--- config.mk ---
export PLATFORM = sky130hd
export DESIGN_NAME = latency_measure
export DESIGN_NICKNAME = d
export VERILOG_FILES = /design/src/rtl/latency_measure.sv
export SDC_FILE = /design/constraint.sdc
export NUM_CORES = 1
export LEC_CHECK = 0
export BUFFER_PORTS_ARGS = -buffer_cell sky130_fd_sc_hd__clkbuf_2
export CORE_MARGIN = 4
export CORE_UTILIZATION = 41
export DETAILED_ROUTE_END_ITERATION = 10
export PLACE_DENSITY = 0.65
export SYNTH_ARGS = -nofsm -noshare
export SYNTH_HDL_FRONTEND = slang
export SYNTH_SLANG_ARGS = --single-unit
--- constraint.sdc ---
create_clock -name clock -period 2.9 [get_ports clock]
set_input_delay 0.58 -clock clock [delete_from_list [all_inputs] [get_ports clock]]
set_output_delay 0.58 -clock clock [all_outputs]
set_load 0.02 [all_outputs]
--- src/rtl/latency_measure.sv ---
`timescale 1ns/1ps
// Round-trip latency probe: fires 2^RUNS_LOG2 tx strobes after a quiet gap on rx,
// times each rx rising edge in cycles and publishes the truncated average on lat.
module latency_measure #(
    parameter int LSIZE     = 10,
    parameter int RUNS_LOG2 = 2,
    parameter int GAP       = 4,
    parameter int LAT_INIT  = 1
) (
    input  logic             clock,
    input  logic             rst_n,
    input  logic             start,
    input  logic             rx,
    output logic             tx,
    output logic [LSIZE-1:0] lat,
    output logic             lat_valid,
    output logic             busy,
    output logic             err
);

    localparam int ACC_W  = LSIZE + RUNS_LOG2;
    localparam int RIDX_W = RUNS_LOG2 + 1;

    // Counters give up one step short of all-ones, so a saturated count never becomes a sample.
    localparam logic [LSIZE-1:0]  CNT_LIMIT = {{(LSIZE-1){1'b1}}, 1'b0};
    localparam logic [LSIZE-1:0]  GAP_LAST  = LSIZE'(GAP - 1);
    localparam logic [RIDX_W-1:0] RUN_LAST  = RIDX_W'((1 << RUNS_LOG2) - 1);
    localparam logic [LSIZE-1:0]  LAT_RST   = LSIZE'(LAT_INIT);
    localparam logic [LSIZE-1:0]  LAT_MIN   = LSIZE'(1);

    typedef enum logic [2:0] {
        S_IDLE,
        S_QUIET,
        S_FIRE,
        S_WAIT,
        S_ACC,
        S_DONE,
        S_ERR
    } state_t;

    state_t             state_reg;
    logic               rx_reg;
    logic [LSIZE-1:0]   quiet_cnt_reg;
    logic [LSIZE-1:0]   cyc_cnt_reg;
    logic [LSIZE-1:0]   sample_reg;
    logic [RIDX_W-1:0]  run_idx_reg;
    logic [ACC_W-1:0]   acc_reg;
    logic               tx_reg;
    logic [LSIZE-1:0]   lat_reg;
    logic               lat_valid_reg;
    logic               busy_reg;
    logic               err_reg;

    logic               rx_rise;
    logic [ACC_W-1:0]   acc_sum;
    logic [LSIZE-1:0]   avg;
    logic [LSIZE-1:0]   avg_clamped;

    assign rx_rise     = rx & ~rx_reg;
    assign acc_sum     = acc_reg + ACC_W'(sample_reg);
    assign avg         = acc_sum[ACC_W-1:RUNS_LOG2];
    assign avg_clamped = (avg == '0) ? LAT_MIN : avg;

    assign tx        = tx_reg;
    assign lat       = lat_reg;
    assign lat_valid = lat_valid_reg;
    assign busy      = busy_reg;
    assign err       = err_reg;

    always_ff @(posedge clock) begin
        if (!rst_n) begin
            state_reg     <= S_IDLE;
            rx_reg        <= 1'b0;
            quiet_cnt_reg <= '0;
            cyc_cnt_reg   <= '0;
            sample_reg    <= '0;
            run_idx_reg   <= '0;
            acc_reg       <= '0;
            tx_reg        <= 1'b0;
            lat_reg       <= LAT_RST;
            lat_valid_reg <= 1'b0;
            busy_reg      <= 1'b0;
            err_reg       <= 1'b0;
        end else begin
            rx_reg        <= rx;
            tx_reg        <= 1'b0;
            lat_valid_reg <= 1'b0;

            case (state_reg)
                S_IDLE: begin
                    if (start) begin
                        state_reg     <= S_QUIET;
                        run_idx_reg   <= '0;
                        acc_reg       <= '0;
                        quiet_cnt_reg <= '0;
                        cyc_cnt_reg   <= '0;
                        err_reg       <= 1'b0;
                        busy_reg      <= 1'b1;
                    end
                end

                // cyc_cnt doubles as the quiet-phase timeout; it is never reset by rx activity.
                S_QUIET: begin
                    if (!rx && quiet_cnt_reg == GAP_LAST) begin
                        state_reg   <= S_FIRE;
                        tx_reg      <= 1'b1;
                        cyc_cnt_reg <= '0;
                    end else if (cyc_cnt_reg == CNT_LIMIT) begin
                        state_reg <= S_ERR;
                        err_reg   <= 1'b1;
                    end else begin
                        quiet_cnt_reg <= rx ? '0 : quiet_cnt_reg + 1'b1;
                        cyc_cnt_reg   <= cyc_cnt_reg + 1'b1;
                    end
                end

                S_FIRE: begin
                    state_reg   <= S_WAIT;
                    cyc_cnt_reg <= LSIZE'(1);
                end

                S_WAIT: begin
                    if (rx_rise) begin
                        sample_reg <= cyc_cnt_reg;
                        state_reg  <= S_ACC;
                    end else if (cyc_cnt_reg == CNT_LIMIT) begin
                        state_reg <= S_ERR;
                        err_reg   <= 1'b1;
                    end else begin
                        cyc_cnt_reg <= cyc_cnt_reg + 1'b1;
                    end
                end

                // lat and lat_valid are loaded here so both appear together in the DONE cycle.
                S_ACC: begin
                    acc_reg     <= acc_sum;
                    run_idx_reg <= run_idx_reg + 1'b1;
                    if (run_idx_reg == RUN_LAST) begin
                        state_reg     <= S_DONE;
                        lat_reg       <= avg_clamped;
                        lat_valid_reg <= 1'b1;
                    end else begin
                        state_reg     <= S_QUIET;
                        quiet_cnt_reg <= '0;
                        cyc_cnt_reg   <= '0;
                    end
                end

                S_DONE: begin
                    state_reg <= S_IDLE;
                    busy_reg  <= 1'b0;
                end

                S_ERR: begin
                    state_reg <= S_IDLE;
                    busy_reg  <= 1'b0;
                end

                default: begin
                    state_reg <= S_IDLE;
                    busy_reg  <= 1'b0;
                end
            endcase
        end
    end

endmodule

Word level (Yosys, flattened, before mapping)
Cells that the tools add are included.
- flip-flop bits (word level): 63
- input bits: 4
- output and inout port bits: 14
- logic and storage cells: 79
- $add $sub $neg: 4
- eq/ne operators: 12
- muxes and demuxes: 30
- bitwise logic cells: 3
- reduce and logical (&&, ||, !) cells: 18
- operators with widths (kind ; number):
    2-to-1 mux 10 bit ; 9
    case mux 10 bit (5 select lines) ; 1
    case mux 10 bit (3 select lines) ; 1
    case mux 12 bit (2 select lines) ; 1
    adder 10 x 1 -> 10 bit, second input constant ; 2
    2-to-1 mux 3 bit ; 6
    case mux 3 bit (5 select lines) ; 1
    adder 12 x 10 -> 12 bit ; 1
    2-to-1 mux 12 bit ; 1
    AND reduction 2 bit ; 6
    == test 10 bit, second input constant ; 1
    == test 10 x 2 -> 1 bit, second input constant ; 1
    zero test 10 bit ; 1
    != test 2 bit, second input constant ; 5
    == test 3 x 2 -> 1 bit, second input constant ; 3
    AND reduction 4 bit ; 2
    2-to-1 mux 1 bit ; 7
    case mux 3 bit (2 select lines) ; 1
    nonzero test 3 bit ; 2
    AND reduction 5 bit ; 1
    nonzero test 5 bit ; 1
    OR reduction 4 bit ; 1
    adder 3 x 1 -> 3 bit, second input constant ; 1
    == test 3 x 1 -> 1 bit, second input constant ; 1
    other kinds (9) ; 10

Logic depth before layout (Yosys ltp)
Gate-level depths: netlist of the first run.
- depth after elaboration: 5
- mapped depth: 9
- mapped depth without buffers: 8

Least setup slack after synthesis of the first run
Ideal clock, no wire load.
- path type: flip-flop to flip-flop
- start: register sample_reg[0]
- end: register lat_reg[0] (netlist: lat[0])
- setup time: 59 ps
- data arrival time: 2272 ps
- required time: 2841 ps
- setup slack: 570 ps
- stages on the path, launching flop included: 9
- buffers on the path: 0
- clock period less this slack: 2330 ps
- path through: dfxtp_1 > ha_1 > fa_1 > a211oi_2 > o21ai_2 > and4_4 > or3_4 > nor4_2 > a31o_1
- cells in the longest elaborated chain, start to end: 3
- RTL lines (item ; line ; source):
    start, declared ; 45 ; logic [LSIZE-1:0] sample_reg;
    start signal, assigned ; 124 ; sample_reg <= cyc_cnt_reg;
    adder 12 x 10 -> 12 bit * ; 60 ; assign acc_sum = acc_reg + ACC_W'(sample_reg);
    zero test 10 bit ; 62 ; assign avg_clamped = (avg == '0) ? LAT_MIN : avg;
    2-to-1 mux 10 bit * ; 62 ;
    end signal, assigned ; 140 ; lat_reg <= avg_clamped;
    end, declared ; 49 ; logic [LSIZE-1:0] lat_reg;
Every way passes the cells marked *; elsewhere a longest branch is shown, timed or not.
A chain may end at the register's enable or synchronous reset.

Final worst setup path of the first run
Ends and elaborated chain as after synthesis.

==> metrics.txt, run 1 <==
outcome finished clean; Min-Delay Path Class reg -> reg; Max clock buf depth 2; gpl congestion 0.852; Mapped Cells 407; largest area contributor in the netlist dfxtp_1; via/cell ratio 5.51; sw power 0.000404 W; CP required 3.19 ns; power density over the cells 488 nW/µm²; Leak 1.42 nW; sequential group share of total power 0.487; first-pass GRT wire length 13200 µm; CP top delay family simple AND/OR/NAND/NOR gates; Critical Path Max Stage Delay 0.55 ns; Seq cells post-synth 63; H-tree depth 3; Root Buffer Master clkbuf_8; Commonest cells post-synth dfxtp_1 (63), nor2_1 (56), nand2_1 (47); Data arrival, critical path 2.77 ns; Hold Vio Cnt, Final 0; Final period util 0.857; GRT Total Usage 0.164; asr flop ratio synth 0; chip width 98.4 µm; setup TNS 0 ns; most numerous cell in the Yosys netlist dfxtp_1; sw frac 0.223; Post-CTS Repair Setup Buffers 0; peak fanout along the critical path 6; Std-Cell Rows 32; clk sinks 63; Synth top area share 0.377; CTS buffer count 9; clock-pin slew on the worst setup and hold paths 0.07 ns; Non-Filler Instances 525; # DRC 0; synth unique cells 62; Detail Route Antenna Nets 0; initial core utilization 0.426; layout cells sized above 1 0.121; Routed WL 7460 µm; syn nets 427; endpoints failing setup 0; dpl hpwl 5150 µm; Resize count post-CTS 0; drt first pass iters 4; Die H 98.4 µm; CP Launch Type flip-flop; Final Max Slew Viols 0; GRT overflow 0; Synth Area per Inst 8.22 µm²; vias 2895; number of flops mapped to enable cells by yosys 0; cts-stage hold buffer count 0; Crit. End Element flip-flop; n_diodes 0; RSZ-0062 raised after global routing false; Largest register FFs 12; Routed wire per std cell 14.2 µm; clock network power share 0.456; Max-cap violations 0; Setup CP Type reg -> reg; dpl cells 510; combinational power share 0.057; Ys Warns 0; WP buf/inv 0; slew at the pin closest to its max-slew limit 0.551 ns; die area 9670 µm²; mapped cell area 3350 µm²; highest clock rate 0.402 GHz; most area-consuming cells after synthesis dfxtp_1 (38%), a21oi_1 (6.3%), nor2_1 (6.3%); internal power 0.00141 W; Port Buf Inserts 17; final setup skew 0.00714 ns; IO Pins 18; Relative slew margins 0.629; top_reg_cell synth dfxtp_1; area grow syn2layout 10.9%; # nets final 439; Seq/Total Area, Yosys 0.377; clock latency on the worst-skew pair 0.34 ns; FF-to-FF setup slack 0.41 ns; antenna violations before repair 0; Cell Chain, Critical Path ha_1 > fa_1 > a211oi_2 > o21ai_2 > xor2_1 > or4_1 > nor4_2 > a31o_1; slowest cell on the critical path or4_1; DRT iter0 DRCs 131; peak supply drop 0.000271 V; vias in the first global route 2782; largest net degree at the start of global routing 50; post-layout min period 2.49 ns; CORE AREA 7850 µm²; CTS tree built
==> metal layers <==
metal / up-vias / share of wire / GRT usage
met5: - / 0 / 0
met4: 0 / 0.0048 / 0.0368
met3: 4 / 0.046 / 0.0493
met2: 58 / 0.47 / 0.266
met1: 1354 / 0.48 / 0.217
li1: 1479 / - / -
==> final timing paths <==
check	from	to	depth (start not counted)
setup reg to reg	sample_reg[0]	lat[0]	8
hold reg to reg	lat[1]	lat[1]	2
hold / removal	lat[1]	lat[1]	2
setup / recovery	sample_reg[0]	lat[0]	8
==> power by group through the flow <==
stage / sequential [W] / combinational, W / clock, W
detailed placement: 0.000901 / 0.000102 / 0
finish: 0.000882 / 0.000102 / 0.000826
global placement: 0.000901 / 0.000101 / 0
floorplan: 0.000898 / 0.0000794 / 0
global route: 0.000882 / 0.000115 / 0.000887
CTS: 0.000881 / 0.000102 / 0.000848
==> through the flow <==
stage	setup WS (ns)	utilization	total power [W]	hold slack (ns)	cell area, µm²
global route	0.298	0.473	0.00188	0.483	3710
floorplan	0.570	-	0.000977	0.441	3350
finish	0.414	0.473	0.00181	0.455	3710
detailed placement	0.449	0.446	0.00100	0.448	3500
global placement	0.487	0.446	0.00100	0.444	3500
CTS	0.427	0.473	0.00183	0.458	3710
==> cells by family after synthesis <==
family / Yosys count / synth area share
and+or+nand+nor: 169 / 0.247
AOI/OAI and AO/OA: 105 / 0.213
DFF: 63 / 0.377
buffers and inverters: 32 / 0.0426
xor gates and xnor gates: 18 / 0.0471
adders and majority gates: 16 / 0.0621
muxes: 4 / 0.0120
==> placed cells by master, fill, tap and decap left out, types with 5 or more instances in the layout <==
master / instances
ha_1: 15
nor2_1: 56
a31oi_1: 5
nor3_1: 16
xor2_1: 6
a21oi_1: 42
clkbuf_8: 10
a22oi_1: 13
dfxtp_1: 63
o21ai_0: 13
nand2_1: 47
buf_4: 6
inv_1: 10
nand3_1: 13
xnor2_1: 12
and3_1: 5
clkbuf_2: 17
==> tightest hold or removal path: stages (launching register included) <==
cell and delay [ns]:
dfxtp_1 0.31, nand2_1 0.05, a21oi_1 0.05
==> cell type report <==
| cell class | count | area, µm² |
|---|---|---|
| Tap cell | 102 | 128 |
| Multi-Input combinational cell | 312 | 1940 |
| Timing Repair Buffer | 23 | 130 |
| Inverter | 10 | 37.5 |
| Clock inverter | 4 | 70.1 |
| Fill cell | 792 | 4140 |
| Clock buffer | 11 | 141 |
| Sequential cell | 63 | 1260 |
(Power assumes the default switching activity.)
==> run 2: changes to the inputs <==
--- a/config.mk
+++ b/config.mk
@@ -6,7 +6,7 @@
 export NUM_CORES = 1
 export LEC_CHECK = 0
 export BUFFER_PORTS_ARGS = -buffer_cell sky130_fd_sc_hd__clkbuf_2
-export CORE_MARGIN = 4
+export CORE_MARGIN = 3
 export CORE_UTILIZATION = 41
 export DETAILED_ROUTE_END_ITERATION = 10
 export PLACE_DENSITY = 0.65
==> run 2 against run 1 <==
- sequential share of layout area is 0.11 points lower
- combinational power is essentially flat
- fmax up 0.61%
- highest routed layer unchanged
- die area is 4.0% lower
- clock power up 4.7%
- utilization up 0.40 points
- largest power group unchanged
- non-clock buffer count stayed put
- final area rose by 0.34%
==> metrics.txt, run 2 (same netlist as run 1, synthesis figures left out) <==
GRT overflow 0 (unchanged); CP required 3.19 ns (about the same); post-layout min period 2.47 ns (-0.0150 ns); initial core utilization 0.429 (+0.00219); Final period util 0.852 (-0.00518); Place WS 0.445 ns (-0.00373 ns); H-tree depth 3 (unchanged); die area 9280 µm² (-4.0%); clk sinks 63 (unchanged); vias in the first global route 2788 (+0.22%); setup TNS 0 ns (unchanged); most frequent cells in the layout dfxtp_1 (63), nor2_1 (56), nand2_1 (47); endpoints failing setup 0 (unchanged); Routed WL 7460 µm (about the same); clock-pin slew on the worst setup and hold paths 0.07 ns (about the same); post-route design area 3720 µm² (+0.34%); R2R Path Start sample_reg[0]; # DRC 0 (unchanged); worst reg-to-reg path cell count 8 (unchanged); vias 2921 (+0.90%); final setup skew 0.0108 ns (+0.00362 ns); GRT Total Usage 0.177 (+0.0128); Final WS setup 0.429 ns (+0.0150 ns); FF-to-FF setup slack 0.43 ns (+0.02 ns); first-pass GRT wire length 13000 µm (-1.5%); CTS buffer count 9 (unchanged); Setup CP Type reg -> reg; peak fanout along the critical path 6 (unchanged); Min-Delay Path Class reg -> reg; Routed wire per std cell 14.2 µm (-0.24%); Leak 1.42 nW (+0.22%); Design Power 0.00185 W (+2.1%); cts-stage hold buffer count 0 (unchanged); IO Pins 18 (unchanged); Largest register FFs 12 (unchanged); Die H 96.4 µm (-2.0%); layout cells sized above 1 0.120 (-0.000284); RSZ-0062 raised after global routing false; highest clock rate 0.405 GHz (+0.61%); antenna violations before repair 0 (unchanged); slew at the pin closest to its max-slew limit 0.620 ns (+0.0693 ns); Critical Path Max Stage Delay 0.55 ns (about the same); area grow syn2layout 11.3%; Std-Cell Rows 32 (unchanged); reg2reg end lat[0]; Relative slew margins 0.582 (-0.0467); launch point of the worst path sample_reg[0]; clock latency on the worst-skew pair 0.35 ns (about the same); DRT iter0 DRCs 127 (-3.1%); commonest non-fill, non-tap cell in the layout dfxtp_1; Cell Chain, Critical Path ha_1 > fa_1 > a211oi_2 > o21ai_2 > xor2_1 > or4_1 > nor4_2 > a31o_1; Port Buf Inserts 17 (unchanged); CTS tree built; Final Max Slew Viols 0 (unchanged); gpl congestion 0.894 (+4.9%); Crit. End Element flip-flop; slowest cell on the critical path or4_1; Detail Route Antenna Nets 0 (unchanged); power density over the cells 497 nW/µm² (+1.8%); Max clock buf depth 2 (unchanged); largest net degree at the start of global routing 50 (unchanged); Post-CTS Repair Setup Buffers 0 (unchanged); Setup crit end lat[0]; Resize count post-CTS 0 (unchanged); Data arrival, critical path 2.76 ns (about the same); outcome finished clean; CP Launch Type flip-flop; Root Buffer Master clkbuf_8; worst hold slack 0.454 ns (-0.000986 ns); chip width 96.4 µm (-2.0%); peak supply drop 0.000241 V (-11%); drt first pass iters 4 (unchanged); Hold Vio Cnt, Final 0 (unchanged); via/cell ratio 5.55 (+0.71%); CORE AREA 7810 µm² (-0.51%); # nets final 439 (unchanged); n_diodes 0 (unchanged); Post-DP Area 3500 µm² (unchanged); dpl hpwl 5190 µm (+0.77%); Max-cap violations 0 (unchanged)
-- run 2: cell count changes in the layout (fill, tap and decap cells not counted) --
cell,delta
clkbuf_1,+1
clkinv_2,-1
clkbuf_8,+1
-- run 2: how the worst min path moves through the flow --
stage | from | end | slack [ns] | cells past startpoint
global route | lat[3] | lat[3] | 0.48 | 2
finish | lat[3] | lat[3] | 0.45 | 2
CTS | lat[3] | lat[3] | 0.46 | 2
detailed placement | lat[3] | lat[3] | 0.45 | 2
floorplan | sample_reg[0] | sample_reg[0] | 0.44 | 2
global placement | lat[3] | lat[3] | 0.45 | 2
-- run 2: per-stage QoR --
stage,cells,utilization
after global routing,526,0.477
after floorplan,407,-
after detailed placement,510,0.448
final,526,0.477
after global placement,510,0.448
after CTS,526,0.477
-- run 2: per-layer routing --
metal	part of all wire	GRT usage
met5	0	0
met4	0.019	0.0479
met3	0.030	0.0493
met2	0.45	0.279
met1	0.50	0.238
-- run 2: final cells by class --
cell class / instances / area [µm²]
clock inverters: 3 / 65.1
inverters: 10 / 37.5
multi-input cells: 312 / 1940
fillers: 762 / 4080
flip-flops and latches: 63 / 1260
clock buffers: 13 / 159
repair buffers: 23 / 130
well taps: 102 / 128
-- run 2: report_power, final --
part	internal [W]	switching, W	total [W]	leakage (nW)
Combinational	0.0000342	0.0000678	0.000102	0.799
Sequential	0.000872	0.00000934	0.000882	0.509
Clock	0.000530	0.000335	0.000865	0.114
-- run 2: worst max-delay path, delay by kind of cell, from the launching register on --
kind | cells | cell delay [ns]
AO/OA/AOI/OAI | 3 | 0.52
flip-flops | 1 | 0.31
adder cells (fa/ha/maj) | 2 | 0.70
AND/OR/NAND/NOR | 2 | 0.69
XOR/XNOR | 1 | 0.18
